## config.mk

```make
export PLATFORM = sky130hd
export DESIGN_NAME = reg_bank
export DESIGN_NICKNAME = d
export VERILOG_FILES = /design/src/rtl/reg_bank.sv
export SDC_FILE = /design/constraint.sdc
export NUM_CORES = 1
export LEC_CHECK = 0
export BUFFER_PORTS_ARGS = -buffer_cell sky130_fd_sc_hd__buf_2
export CAP_MARGIN = 20
export CORE_ASPECT_RATIO = 2
export CORE_MARGIN = 10
export CORE_UTILIZATION = 59
export DETAILED_ROUTE_END_ITERATION = 12
export PLACE_DENSITY = 0.79
export SLEW_MARGIN = 20
export SYNTH_ARGS = -nofsm -noshare
export SYNTH_HDL_FRONTEND = slang
export SYNTH_SLANG_ARGS = --single-unit
```

## constraint.sdc

```tcl
create_clock -name CLK -period 3.8 [get_ports CLK]
set_input_delay 0.76 -clock CLK [delete_from_list [all_inputs] [get_ports CLK]]
set_output_delay 0.76 -clock CLK [all_outputs]
set_load 0.005 [all_outputs]
```

## src/rtl/reg_bank.sv

```systemverilog
// Parametrised register bank: DEPTH x WIDTH registers with load/clear/inc/dec/shift
// ops, zero/carry flags of the last executed op, and two forwarding read ports.
module reg_bank #(
   parameter  int WIDTH = 8,
   parameter  int DEPTH = 4,
   localparam int AW    = (DEPTH > 2) ? $clog2(DEPTH) : 1
) (
   input  logic             CLK,
   input  logic             CLR_N,
   input  logic             En,
   input  logic [2:0]       Op,
   input  logic [AW-1:0]    WA,
   input  logic [WIDTH-1:0] BS,
   input  logic [AW-1:0]    RA_A,
   input  logic [AW-1:0]    RA_B,
   output logic [WIDTH-1:0] DA,
   output logic [WIDTH-1:0] DB,
   output logic             Z,
   output logic             C
);

   typedef enum logic [2:0] {
      OP_HOLD  = 3'd0,
      OP_LOAD  = 3'd1,
      OP_CLEAR = 3'd2,
      OP_INC   = 3'd3,
      OP_DEC   = 3'd4,
      OP_SHL   = 3'd5,
      OP_SHR   = 3'd6,
      OP_RSVD  = 3'd7
   } op_e;

   logic [WIDTH-1:0] regs [DEPTH];
   logic [WIDTH-1:0] cur_val;
   logic [WIDTH-1:0] new_val;
   logic             new_c;
   logic             op_ok;
   logic             wa_ok;
   logic             wr_en;
   logic [WIDTH-1:0] rd_a;
   logic [WIDTH-1:0] rd_b;

   always_comb begin
      cur_val = '0;
      wa_ok   = 1'b0;
      for (int i = 0; i < DEPTH; i++) begin
         if (int'(WA) == i) begin
            cur_val = regs[i];
            wa_ok   = 1'b1;
         end
      end
   end

   always_comb begin
      new_val = cur_val;
      new_c   = 1'b0;
      op_ok   = 1'b1;
      case (op_e'(Op))
         OP_LOAD:  new_val = BS;
         OP_CLEAR: new_val = '0;
         OP_INC: begin
            new_val = cur_val + WIDTH'(1);
            new_c   = &cur_val;
         end
         OP_DEC: begin
            new_val = cur_val - WIDTH'(1);
            new_c   = ~|cur_val;
         end
         OP_SHL: begin
            new_val = {cur_val[WIDTH-2:0], 1'b0};
            new_c   = cur_val[WIDTH-1];
         end
         OP_SHR: begin
            new_val = {1'b0, cur_val[WIDTH-1:1]};
            new_c   = cur_val[0];
         end
         default:  op_ok = 1'b0;
      endcase
   end

   assign wr_en = En & op_ok & wa_ok;

   // Read muxes see the result being written this edge (write-through).
   always_comb begin
      rd_a = '0;
      rd_b = '0;
      for (int i = 0; i < DEPTH; i++) begin
         if (int'(RA_A) == i) rd_a = (wr_en && int'(WA) == i) ? new_val : regs[i];
         if (int'(RA_B) == i) rd_b = (wr_en && int'(WA) == i) ? new_val : regs[i];
      end
   end

   always_ff @(posedge CLK or negedge CLR_N) begin
      if (!CLR_N) begin
         for (int i = 0; i < DEPTH; i++) regs[i] <= '0;
         DA <= '0;
         DB <= '0;
         Z  <= 1'b0;
         C  <= 1'b0;
      end else begin
         for (int i = 0; i < DEPTH; i++) begin
            if (wr_en && int'(WA) == i) regs[i] <= new_val;
         end
         if (wr_en) begin
            Z <= ~|new_val;
            C <= new_c;
         end
         DA <= rd_a;
         DB <= rd_b;
      end
   end

endmodule

```

==> Yosys cells after proc, flatten, opt, wreduce, memory -nomap -nowiden <==
Index checks and enable logic that the tools add are counted.
{ "word_totals": {"inputBits": 20, "romBits": 0, "elab_cells": 63, "reg_bits": 50, "ram_bits": 0, "latch_bits": 0, "n_memories": 0} }
{ "classes": {"div": 0, "n_mux": 23, "n_mul": 0, "reduce_logical": 13, "shifts": 0, "n_eq_ne": 15, "n_bitwise": 2, "addsub": 2, "n_lt_le_gt_ge": 0} }
{ "ops": {"columns": ["cell", "n"], "rows": [
  ["2-to-1 mux 8 bit", 16],
  ["case mux 8 bit (6 select lines)", 1],
  ["OR reduction 8 bit", 2],
  ["== test 2 bit, second input constant", 6],
  ["== test 3 bit, second input constant", 3],
  ["adder 8 x 1 -> 8 bit, second input constant", 1],
  ["AND reduction 8 bit", 1],
  ["subtractor 8 x 1 -> 8 bit, second input constant", 1],
  ["== test 2 x 1 -> 1 bit, second input constant", 3],
  ["== test 3 x 2 -> 1 bit, second input constant", 2],
  ["logical NOT 2 bit", 3],
  ["OR reduction 6 bit", 1],
  ["2-to-1 mux 1 bit", 5],
  ["logical AND 1 bit", 4],
  ["case mux 1 bit (4 select lines)", 1],
  ["== test 3 x 1 -> 1 bit, second input constant", 1],
  ["bitwise AND 1 bit", 2],
  ["logical NOT 1 bit", 2]
]} }

==> Longest topological paths before layout <==
{ "logic_depth": {"ltp_word": 12, "ltp_mapped": 12} }

==> Worst setup path after synthesis <==
Ideal clock, no wire load.
{ "synth_timing": {"kind": "input-to-reg", "from": "input WA[0]", "to": "register DA[5]", "arrival_time_ns": 3.498, "t_required_ns": 3.662, "slack_ns": 0.163, "path_stages": 10, "setup_time_ns": 0.138, "path_buffers": 2, "cell_sequence": "buf_6 -> buf_2 -> mux4_2 -> ha_1 -> a31oi_4 -> nor3_2 -> or4_4 -> a31oi_2 -> o21ai_1 -> mux4_2"} }
{ "synth_via": {"elab_chain_len": 12} }
{ "synth_rtl": {"columns": ["element", "line", "source"], "rows": [
  ["from (decl)", "12", "input logic [AW-1:0] WA,"],
  ["logical NOT 2 bit", "47, 88", null],
  ["2-to-1 mux 8 bit or 2-to-1 mux 1 bit (tied branches) (4 in series)", "47", "if (int'(WA) == i) begin"],
  ["subtractor 8 x 1 -> 8 bit (tied with other cells)", "66", "new_val = cur_val - WIDTH'(1);"],
  ["case mux 8 bit (6 select lines) or logical AND 1 bit (tied branches)", "58, 88", null],
  ["2-to-1 mux 8 bit", null, null],
  ["2-to-1 mux 8 bit (3 in series)", "88", "if (int'(RA_A) == i) rd_a = (wr_en && int'(WA) == i) ? new_val : regs[i];"],
  ["2-to-1 mux 8 bit *", "88", null],
  ["named net rd_a[5]", "40", "logic [WIDTH-1:0] rd_a;"],
  ["to (signal assigned)", "108", "DA <= rd_a;"],
  ["to (decl)", "16", "output logic [WIDTH-1:0] DA,"]
]} }
Mark *: on every way through the listed nets, which the timed path passes. The rest lies on a longest branch.
A chain may end at the register's enable or synchronous reset.

==> Final worst setup path <==
{ "layout_timing": {"from": "input WA[0]", "to": "register DA[6]"} }
The elaborated chain is that of the path after synthesis.

==> results by group <==
Synthesis
  • FF+latch count, synth: 50
  • Mean area per synthesized cell: 10.25 sq um
  • Post-synth top cells: dfrtp_1 (50), nand2_1 (34), o21ai_0 (33), mux4_2 (24), nor2_1 (24)
  • Asr flop ratio synth: 100.0%
  • Area contributors post-synth: dfrtp_1 (38%), mux4_2 (16%), o21ai_0 (5.0%)
  • Top-count cell post-synth: dfrtp_1
  • Synth cell types: 59
  • Yosys top cell area share: 37.91%
  • Syn. warnings: 0
  • Synthesized cell area: 3301 sq um
  • Mapped Cells: 322
  • Area leader, netlist: dfrtp_1
  • Top_reg_cell synth: dfrtp_1
  • Mapped Nets: 348
  • Share of synthesized area occupied by flip-flops and latches: 37.91%
  • Number of flops mapped to enable cells by yosys: 0

GRT
  • Total grt overflow: 0
  • Initial antenna violation count: 0
  • Vias in the first global route: 2995
  • First-pass GRT wire length: 14300 microns
  • Gr usage total: 19.61%
  • Largest net degree at the start of global routing: 51

Critical path
  • Crit-path cells: buf_2 -> mux4_2 -> inv_1 -> fa_1 -> inv_1 -> a221o_1 -> a31oi_1 -> nor2_1 -> nor3_4 -> a31oi_1 -> mux4_2
  • Startpoint Class: primary input
  • CP endpoint kind: register
  • CP Data Arrival Time: 3680 ps
  • Crit-path slowest cell: mux4_2
  • Crit Path Max Fanout: 9
  • Data required, critical path: 3980 ps
  • CP bufs+invs: 3
  • Crit-path leading delay family: multiplexers
  • Worst Setup Path Type: in -> reg
  • Max incr delay on CP: 570 ps

Die
  • Num rows: 38
  • Die height: 125.8 microns
  • Core Region: 5420 sq um
  • Io pins: 38
  • Area of the die: 9168 sq um
  • Die W: 72.89 microns
  • Initial core utilization: 60.90%

Final layout
  • Share of cells above drive strength 1: 28.96%
  • Area growth syn-to-layout: 12.89%
  • ANT cells: 0
  • Fill cell count: 435
  • Cell Count, Final, Fillers Out: 426
  • Final nets: 391

CTS
  • Clk_lat worst skew: 310 ps
  • Clk sinks: 50
  • H-tree levels: 2
  • CTS clk-pin slew, worst paths: 80 ps
  • CTS Root Cell: clkbuf_8
  • Postcts setup bufs: 0
  • CTS tree: yes
  • Hold Buf Count CTS: 0
  • Resized cells post-CTS: 0
  • CTS Buffer Depth: 2
  • Total CTS buffers: 5

Detailed routing
  • Vias: 2911
  • 1st-iter DRT viols: 215
  • Post-DRT Antenna Nets: 0
  • DR pass1 iterations: 5
  • Total Wirelength: 8986 microns
  • WL/cell: 21.09 microns
  • # DRC: 0
  • Avg Vias per Cell: 6.833

Place
  • IO buf count: 37
  • Inst Count DP: 418
  • Hpwl dp: 7087 microns
  • Worst slack, placed: 3.937 ps
  • Routability Congestion: 0.9128

Outcome
  • Status: finished clean

STA
  • Max Slew Vio Count: 0
  • Fmax: 285.9 MHz
  • Final Hold Fails: 0
  • RSZ-0062 raised after global routing: no
  • Slew headroom: 58.73%
  • Worst Skew: 7.786 ps
  • Final Critical Period: 3498 ps
  • Least-Margin Pin Slew: 619.0 ps
  • Worst Setup Slack, final: 301.7 ps
  • Setup TNS after final layout: 0 ps
  • Period utilisation layout: 92.06%
  • Setup Viol. Count Final: 0

Power
  • Worst vdd ir: 0.0004702 V
  • PwrDens: 556.2 nW/um^2
  • Static leakage: 0.001644 uW

Job
  • # Max-Cap Violations: 0

Worst hold path
  • Tightest Hold Check Type: in -> async
[stage by stage]
step | util [%] | hold WS (ps) | total power (uW) | area, sq um
2_1_floorplan | - | 464.4 | 1407 | 3301
3_5_place_dp | 67.01 | 501.0 | 1758 | 3632
3_3_place_gp | 67.01 | 492.1 | 1724 | 3632
6_report | 68.74 | 458.3 | 2072 | 3726
4_1_cts | 68.70 | 520.4 | 2072 | 3724
5_1_grt | 68.74 | 492.6 | 2195 | 3726
[registers in the layout (all words and copies together), names as in the netlist]
name and flops:
DB 8, C 1, Z 1, DA 8
regs 32
[kinds of logic after synthesis]
logic type	Yosys count	synth area share, %
muxes	38	20.93
buffers and inverters	30	3.791
adders and majority gates	6	2.502
DFF	50	37.91
xor gates and xnor gates	6	1.592
AOI/OAI and AO/OA	91	17.97
and+or+nand+nor	101	15.32
[final cells by class]
type | instances | area (sq um) | area share (%)
Multi-Input combinational cell | 242 | 1924 | 51.65
Sequential cell | 50 | 1251 | 33.58
Inverter | 9 | 33.78 | 0.9066
Timing Repair Buffer | 57 | 350.3 | 9.402
Tap cell | 60 | 75.07 | 2.015
Clock inverter | 1 | 5.005 | 0.1343
Clock buffer | 7 | 86.33 | 2.317
[routing by layer]
metal,track usage (%),share of wire (%),vias to the layer above
met1,18.65,34,1430
met4,13.15,5.8,0
met5,0,0,-
met2,35.44,55,135
li1,-,-,1303
met3,4.009,5.8,43
[report_power, final]
part | leakage, uW | internal, uW | switching [uW]
Combinational | 0.000964 | 454 | 513
Clock | 0.0000482 | 147 | 166
Sequential | 0.000632 | 707 | 84.9
[cells in the final DEF, fill, tap and decap left out, types with 11 or more instances in the layout]
| cell | n |
|---|---|
| dfrtp_1 | 50 |
| mux4_2 | 24 |
| o21ai_0 | 33 |
| nand2_1 | 34 |
| nand3_1 | 11 |
| buf_2 | 36 |
| a21oi_1 | 14 |
| buf_4 | 20 |
| nor2_1 | 24 |
[path summary, 6_finish.rpt]
| path | startpoint | endpoint | slack (ps) | cells after the start |
|---|---|---|---|---|
| max | WA[0] | DA[6] | 300 | 11 |
| min | CLR_N | regs[27] | 460 | 1 |
| max reg2reg | regs[1] | DA[6] | 650 | 10 |
| min reg2reg | regs[15] | regs[15] | 530 | 2 |
| max in group asynchronous | CLR_N | DA[1] | 2910 | 1 |
| min in group CLK | regs[15] | regs[15] | 530 | 2 |
[worst register-to-register path, stage by stage, from the launching register on]
cell and delay, ps:
dfrtp_1 400, mux4_2 510, inv_1 130, fa_1 220, inv_1 70, a221o_1 390
a31oi_1 220, nor2_1 110, nor3_4 330, a31oi_1 170, mux4_2 480
(Power assumes the default switching activity.)
